<file path="src/rtl/fetch_unit_pkg.sv">
// Shared control definitions for the fetch stage and the control decoder.
//   - PC-select encodings carried on selpctype
//   - fetch state enumeration
//   - instruction field positions (op, fn, branch immediate, jump target)
package fetch_unit_pkg;

  localparam logic [1:0] PC_SEQ = 2'b00;
  localparam logic [1:0] PC_BR  = 2'b01;
  localparam logic [1:0] PC_JMP = 2'b10;
  localparam logic [1:0] PC_REG = 2'b11;

  typedef enum logic [1:0] {
    ST_RST   = 2'd0,
    ST_FETCH = 2'd1,
    ST_HOLD  = 2'd2
  } fetch_state_e;

  localparam int OP_MSB  = 31;
  localparam int OP_LSB  = 26;
  localparam int FN_MSB  = 5;
  localparam int FN_LSB  = 0;
  localparam int IMM_MSB = 15;
  localparam int IMM_LSB = 0;
  localparam int TGT_MSB = 25;
  localparam int TGT_LSB = 0;

endpackage

</file>
<file path="src/rtl/fetch_unit_pc_next_calc.sv">
// Combinational next-PC selection for the fetch stage.
// Ports:
//   pc4       in  32  address of the held instruction plus 4
//   instr     in  32  held instruction word
//   selpctype in  2   PC-select code (PC_SEQ/PC_BR/PC_JMP/PC_REG)
//   redirect  in  1   apply selpctype; otherwise sequential
//   regaddr   in  32  register target
//   nextpc    out 32  next fetch address (always word-aligned)
//   misalign  out 1   register target had non-zero low bits
module pc_next_calc
  import fetch_unit_pkg::*;
(
  input  logic [31:0] pc4,
  input  logic [31:0] instr,
  input  logic [1:0]  selpctype,
  input  logic        redirect,
  input  logic [31:0] regaddr,
  output logic [31:0] nextpc,
  output logic        misalign
);

  logic [31:0] w_br_target;
  logic [31:0] w_jmp_target;
  logic [31:0] w_reg_target;
  logic        w_unused_op;

  // Sign-extended word offset; the sum wraps modulo 2^32.
  assign w_br_target  = pc4 + {{14{instr[IMM_MSB]}}, instr[IMM_MSB:IMM_LSB], 2'b00};
  assign w_jmp_target = {pc4[31:28], instr[TGT_MSB:TGT_LSB], 2'b00};
  assign w_reg_target = {regaddr[31:2], 2'b00};
  assign w_unused_op  = ^instr[OP_MSB:OP_LSB];

  always_comb begin
    nextpc   = pc4;
    misalign = 1'b0;
    if (redirect) begin
      case (selpctype)
        PC_BR:   nextpc = w_br_target;
        PC_JMP:  nextpc = w_jmp_target;
        PC_REG: begin
          nextpc   = w_reg_target;
          misalign = (regaddr[1:0] != 2'b00);
        end
        default: nextpc = pc4;
      endcase
    end
  end

endmodule

</file>
<file path="src/rtl/fetch_unit.sv">
// Instruction fetch stage: holds the PC, fetches one word at a time over a
// req/ack handshake and presents it to decode until consumed.
// Ports:
//   clock, reset          clock and synchronous active-high reset
//   imemaddr/imemreq      fetch address and request (held until ack)
//   imemack/imemdata      memory acknowledge and instruction word
//   instr/op/fn/pc4/valid held instruction, its fields, address+4, valid flag
//   stall                 decode not ready; held instruction not consumed
//   redirect/selpctype/regaddr  PC-select decision applied on consumption
//   addrerr               sticky misaligned register-target flag
module fetch_unit
  import fetch_unit_pkg::*;
#(
  parameter logic [31:0] RESET_PC = 32'h0000_0000
) (
  input  logic        clock,
  input  logic        reset,
  output logic [31:0] imemaddr,
  output logic        imemreq,
  input  logic        imemack,
  input  logic [31:0] imemdata,
  output logic [31:0] instr,
  output logic [5:0]  op,
  output logic [5:0]  fn,
  output logic [31:0] pc4,
  output logic        valid,
  input  logic        stall,
  input  logic        redirect,
  input  logic [1:0]  selpctype,
  input  logic [31:0] regaddr,
  output logic        addrerr
);

  fetch_state_e r_state;
  logic [31:0]  r_pc;
  logic [31:0]  r_instr;
  logic [31:0]  r_pc4;
  logic         r_valid;
  logic         r_req;
  logic         r_addrerr;

  logic [31:0]  w_next_pc;
  logic         w_misalign;

  pc_next_calc u_pc_next_calc (
    .pc4       (r_pc4),
    .instr     (r_instr),
    .selpctype (selpctype),
    .redirect  (redirect),
    .regaddr   (regaddr),
    .nextpc    (w_next_pc),
    .misalign  (w_misalign)
  );

  // imemreq and valid are kept as registers set on the transition edge so
  // they line up with the state they describe without combinational decode.
  always_ff @(posedge clock) begin
    if (reset) begin
      r_state   <= ST_RST;
      r_pc      <= RESET_PC;
      r_instr   <= '0;
      r_pc4     <= '0;
      r_valid   <= 1'b0;
      r_req     <= 1'b0;
      r_addrerr <= 1'b0;
    end else begin
      case (r_state)
        ST_RST: begin
          r_state <= ST_FETCH;
          r_req   <= 1'b1;
        end
        ST_FETCH: begin
          if (imemack) begin
            r_instr <= imemdata;
            r_pc4   <= r_pc + 32'd4;
            r_valid <= 1'b1;
            r_req   <= 1'b0;
            r_state <= ST_HOLD;
          end
        end
        ST_HOLD: begin
          if (!stall) begin
            r_pc    <= w_next_pc;
            r_valid <= 1'b0;
            r_req   <= 1'b1;
            r_state <= ST_FETCH;
            if (w_misalign) begin
              r_addrerr <= 1'b1;
            end
          end
        end
        default: begin
          r_state <= ST_RST;
          r_req   <= 1'b0;
          r_valid <= 1'b0;
        end
      endcase
    end
  end

  assign imemaddr = r_pc;
  assign imemreq  = r_req;
  assign instr    = r_instr;
  assign op       = r_instr[OP_MSB:OP_LSB];
  assign fn       = r_instr[FN_MSB:FN_LSB];
  assign pc4      = r_pc4;
  assign valid    = r_valid;
  assign addrerr  = r_addrerr;

endmodule

</file>
<file path="config.mk">
export PLATFORM = sky130hd
export DESIGN_NAME = fetch_unit
export DESIGN_NICKNAME = d
export VERILOG_FILES = /design/src/rtl/fetch_unit_pkg.sv /design/src/rtl/fetch_unit_pc_next_calc.sv /design/src/rtl/fetch_unit.sv
export SDC_FILE = /design/constraint.sdc
export NUM_CORES = 1
export LEC_CHECK = 0
export ABC_AREA = 1
export BUFFER_PORTS_ARGS = -buffer_cell sky130_fd_sc_hd__buf_2
export CELL_PAD_IN_SITES_DETAIL_PLACEMENT = 1
export CELL_PAD_IN_SITES_GLOBAL_PLACEMENT = 2
export CORE_UTILIZATION = 28
export CTS_BUF_LIST = sky130_fd_sc_hd__clkbuf_4 sky130_fd_sc_hd__clkbuf_8 sky130_fd_sc_hd__clkbuf_16
export DETAILED_ROUTE_END_ITERATION = 8
export PLACE_DENSITY = 0.82
export SETUP_SLACK_MARGIN = 0.15
export SLEW_MARGIN = 10
export SYNTH_ARGS = -nofsm -noshare
export SYNTH_HDL_FRONTEND = slang
export SYNTH_SLANG_ARGS = --single-unit
</file>
<file path="constraint.sdc">
create_clock -name clock -period 2.4 [get_ports clock]
set_input_delay 0.48 -clock clock [delete_from_list [all_inputs] [get_ports clock]]
set_output_delay 0.48 -clock clock [all_outputs]
set_load 0.005 [all_outputs]
</file>
Word level (Yosys, flattened, before mapping)
Cells that the tools add are included.
- input port bits: 71
- word-level logic and storage cells: 38
- output and inout port bits: 111
- bits in registers: 101
- reduce and logical (&&, ||, !) cells: 7
- $add $sub $neg: 2
- mux-type cells: 13
- bitwise logic cells: 2
- equality and inequality tests: 7
- operator list (kind ; count):
    32-bit case mux with 3 select lines ; 1
    32-bit by 3-bit adder with 32-bit output (second input constant) ; 1
    32-bit adder ; 1
    32-bit 2-to-1 mux ; 1
    2-bit equality test (second input constant) ; 3
    1-bit 2-to-1 mux ; 6
    1-bit case mux with 3 select lines ; 2
    2-bit case mux with 3 select lines ; 1
    2-bit AND reduction ; 3
    3-bit AND reduction ; 2
    2-bit by 1-bit equality test with 1-bit output (second input constant) ; 2
    2-bit 2-to-1 mux ; 2
    2-bit inequality test (second input constant) ; 2
    2-bit zero test ; 1
    1-bit NOT ; 2
    2-bit nonzero test ; 1

Logic depth before layout (Yosys ltp)
- depth in word-level cells: 4
- mapped depth: 15
- mapped depth without buffers: 15

Hierarchy
From an unflattened synthesis, not the netlist that was laid out.
- cell total of the unflattened synthesis: 1246
- area, all modules: 7419.6 µm²
- by module, submodules not included (module ; area an instance (µm²) ; seq. area each (µm²) ; cells an instance ; instances):
    fetch_unit ; 4399.2 ; 2001.9 ; 640 ; 1
    pc_next_calc ; 3020.4 ; 0.0 ; 606 ; 1

Least setup slack after synthesis
No wires, ideal clock.
- path type: register -> register
- start: register r_instr[0] (netlist: instr[0])
- end: register r_pc[30] (netlist: imemaddr[30])
- data required time: 2.268 ns
- path slack: 0.438 ns
- library setup time: 0.132 ns
- cell stages (with the launch flop): 16
- clock period less this slack: 1.962 ns
- buffers on the path: 0
- data arrival time: 1.830 ns
- path through: dfxtp_1 ha_1 inv_1 fa_1 inv_1 nand3_1 nand3_1 nand3_1 nand3_1 nand2_1 nand2_1 nand2_1 nand3_1 nand2_1 nand2_1 a21oi_1
- word-level cells in the longest chain between the ends: 3
- RTL lines (element ; RTL line ; RTL):
    start: declaration ; fetch_unit.sv:36 ; logic [31:0] r_instr;
    start signal: assignment ; fetch_unit.sv:74 ; r_instr <= imemdata;
    32-bit adder ; fetch_unit_pc_next_calc.sv:28 ; assign w_br_target = pc4 + {{14{instr[IMM_MSB]}}, instr[IMM_MSB:IMM_LSB], 2'b00};
    32-bit case mux with 3 select lines ; fetch_unit_pc_next_calc.sv:37 ; case (selpctype)
    32-bit 2-to-1 mux ; fetch_unit_pc_next_calc.sv:36 ; if (redirect) begin
    end signal: assignment ; fetch_unit.sv:83 ; r_pc <= w_next_pc;
    end: declaration ; fetch_unit.sv:35 ; logic [31:0] r_pc;
Every way passes these cells.
A chain may end at the register's enable or synchronous reset.

Worst setup path in the final report
- start: register r_pc4[16] (netlist: pc4[16])
- end: register r_pc[17] (netlist: imemaddr[17])
- word-level cells in the longest chain between the ends: 3
- RTL lines (element ; RTL line ; RTL):
    start: declaration ; fetch_unit.sv:37 ; logic [31:0] r_pc4;
    start signal: assignment ; fetch_unit.sv:75 ; r_pc4 <= r_pc + 32'd4;
    32-bit adder ; fetch_unit_pc_next_calc.sv:28 ;
    32-bit case mux with 3 select lines ; fetch_unit_pc_next_calc.sv:37 ;
    32-bit 2-to-1 mux ; fetch_unit_pc_next_calc.sv:36 ;
Every way passes these cells.

==> impl_results.md <==
- Fin nets: 1482
- Hold Violations, Final: 0
- Synth unique cells: 38
- Period utilization: 0.911
- Initial DRC count: 481
- Pins over their slew limit: 0
- Critical path's largest stage delay: 0.41 ns
- WL final: 32400 um
- RSZ-0062 raised after global routing: true
- Synth async-reset ratio: 0
- Port bufs: 181
- Total leakage power: 4.91 nW
- Post-layout minimum cycle time: 2.19 ns
- Status: complete, no violations
- GR Overflow Total: 0
- Net Switching: 1.59 mW
- Core area: 25200 um^2
- Synth Area per Inst: 6.10 um^2
- Clk slew on worst S/H paths: 0.09 ns
- Vias: 8624
- Worst path cell trace: ha_1 -> nand2_1 -> inv_1 -> nand2_1 -> nand2_1 -> o21bai_1 -> nor2_2 -> nor2_1 -> o21ai_2 -> buf_4 -> nand2_1 -> a21oi_1
- R2r worst-path depth: 12
- Clock buffer depth: 2
- Hold path start: imemdata[6]
- Initial Util: 0.285
- Crit path from: pc4[16]
- Non-filler cells, final: 1715
- Fmax achieved: 457 MHz
- Number of cell rows: 58
- CP Capture Type: register
- First-pass GRT wire length: 48900 um
- Comb pwr share: 0.247
- Worst-Margin Slew: 0.603 ns
- Seq/Total Area, Yosys: 0.279
- Worst slew margin relative to its limit: 0.598
- Mapped Cells: 1177
- Worst Skew: 0.0137 ns
- Gr usage total: 0.246
- Post-synthesis register bit count: 100
- Share of layout cells above drive strength 1: 0.262
- Via/cell ratio: 5.03
- WP data arrival: 2.46 ns
- Final Wtd Congestion: 0.882
- N_diodes: 0
- Synth warn: 0
- Worst r2r src: pc4[16]
- CTS tree: done
- H-tree Lvls: 3
- TritonCTS buffer count: 9
- Final HPWL DP: 25800 um
- Root buffer selected by CTS: clkbuf_16
- Number of global-route vias before repair: 8619
- Initial antenna violation count: 0
- Main synth FF type: dfxtp_1
- Most frequent CP cell: nand2_1
- Final core occ: 0.374
- Hold_buf cts: 0
- Critical R2R Capture: imemaddr[17]
- Die width: 162 um
- Number of synthesized flops with an enable pin: 0
- I/O pin count: 182
- Max Fanout on Critical Path: 5
- Die Area: 26300 um^2
- WP data required: 2.68 ns
- Hold Crit Class: input pin to register
- Clock power share: 0.350
- Placed cells: 1699
- Routed Antenna Nets: 0
- Clk_lat worst skew: 0.36 ns
- Internal power: 3.06 mW
- Switching share of power: 0.342
- Worst vdd ir: 0.260 mV
- Drt pass-1 iters: 4
- Final setup fails: 0
- Crit-path slowest cell: dfxtp_1
- Crit Path Class: register to register
- PwrDens: 494 nW/um^2
- Die Ht: 162 um
- Worst hold stages: 3
- Post-Syn Area: 7180 um^2
- Layout area overhead: 31.3%
- Post-Syn Nets: 1279
- Flop2flop setup slack: 0.21 ns
- Clk sinks: 100
- Crit path launch type: register
- Avg WL per Cell: 18.9 um
- DRC: 0
- Max cap viols: 0
- Sequential power share: 0.402
- Largest net degree at the start of global routing: 65
- WHS Endpoint: instr[6]
[registers in the layout, indices dropped and copies added (netlist names)]
register  count
addrerr       1
valid         1
pc4          32
imemaddr     32
instr        32
r_state       2
[layout by cell type, fill, tap and decap left out, types with 7 or more instances in the layout]
cell,synthesis,layout
a21oi_1,93,82
nand2_1,312,300
nor2_2,2,11
dfxtp_2,0,10
nor3_1,8,7
inv_1,175,171
nand2_2,2,14
a221oi_1,21,21
a21oi_2,0,10
nor2_1,127,115
buf_2,3,181
clkbuf_16,0,9
nand4_1,12,12
ha_1,30,18
nand3_2,4,11
or2_2,12,12
buf_4,14,62
ha_4,0,9
xnor2_1,8,8
dfxtp_1,100,88
o21ai_0,90,89
nand3_1,69,62
o211ai_1,14,14
xor2_1,9,9
[cell families (layout without fill, tap and decap cells)]
family	Yosys count	after routing	share of synthesized area
simple gates	561	561	0.329
compound gates	236	236	0.186
buf+inv	232	440	0.130
flops	100	100	0.279
fa+ha+maj	31	31	0.0550
xor+xnor	17	17	0.0207
[final cells by class]
type | instances | area (um^2)
Sequential cell | 100 | 2020
Fill cell | 3334 | 15800
Multi-Input combinational cell | 845 | 4540
Clock inverter | 7 | 92.6
Timing Repair Buffer | 248 | 1470
Clock buffer | 9 | 225
Inverter | 176 | 661
Tap cell | 330 | 413
[how the worst max path moves through the flow]
stage,to,slack [ns],depth (start not counted)
after detailed placement,imemaddr[26],-0.04,15
final,imemaddr[17],0.21,12
after global placement,imemaddr[17],-0.02,12
after global routing,imemaddr[17],0.09,12
after floorplan,imemaddr[30],0.44,15
after CTS,imemaddr[21],0.15,12
[metal layers]
layer | GRT usage | wire length (um) | up-vias
met3 | 0.0373 | 1610 | 40
met4 | 0.0725 | 737 | 0
met2 | 0.381 | 14100 | 222
met5 | 0 | 0 | -
met1 | 0.348 | 15900 | 4164
li1 | - | - | 4198
[synthesized netlist by cell type (all sizes together), types with 9 or more instances]
library cell | n | area (um^2)
a21oi | 93 | 465
nand4 | 13 | 87.6
xor2 | 9 | 78.8
buf | 20 | 131
nor2 | 131 | 512
inv | 176 | 661
dfxtp | 100 | 2000
a221oi | 21 | 184
o21ai | 94 | 470
or2 | 13 | 81.3
nand3 | 73 | 385
nor3 | 9 | 56.3
clkbuf | 36 | 145
ha | 30 | 375
o211ai | 14 | 105
nand2 | 314 | 1180
[power groups by stage]
stage,combinational [mW],clock (mW),sequential [mW]
after floorplan,0.551,0,1.88
after global placement,1.08,0,1.90
after detailed placement,1.09,0,1.90
after CTS,1.10,1.67,1.86
after global routing,1.26,1.73,1.88
final,1.15,1.63,1.87
[stage by stage]
stage / instance area (um^2) / power, mW / worst slack [ns] / TNS [ns] / hold WS (ns)
global route: 9430 / 4.87 / 0.0914 / 0 / 0.335
finish: 9430 / 4.65 / 0.214 / 0 / 0.342
CTS: 9160 / 4.63 / 0.151 / 0 / 0.332
detailed placement: 8800 / 2.99 / -0.0415 / -0.0712 / 0.452
floorplan: 7180 / 2.44 / 0.438 / 0 / 0.429
global placement: 8800 / 2.98 / -0.0234 / -0.0234 / 0.437
[critical path, delay by kind of cell (launching register included)]
family / cells / cell delay, ns
AO/OA/AOI/OAI: 3 / 0.55
AND/OR/NAND/NOR: 6 / 0.61
flip-flops: 1 / 0.41
buffers and inverters: 2 / 0.21
adder cells (fa/ha/maj): 1 / 0.34
[timing repair]
| item | in CTS | in global routing |
|---|---|---|
| resized for setup | 12 | 71 |
| hold endpoints to repair | 0 | 0 |
| pin swaps | 0 | 7 |
| gates cloned | 0 | 0 |
| setup endpoints to repair | 14 | 23 |
| buffers inserted | 0 | 0 |
(Power assumes the default switching activity.)
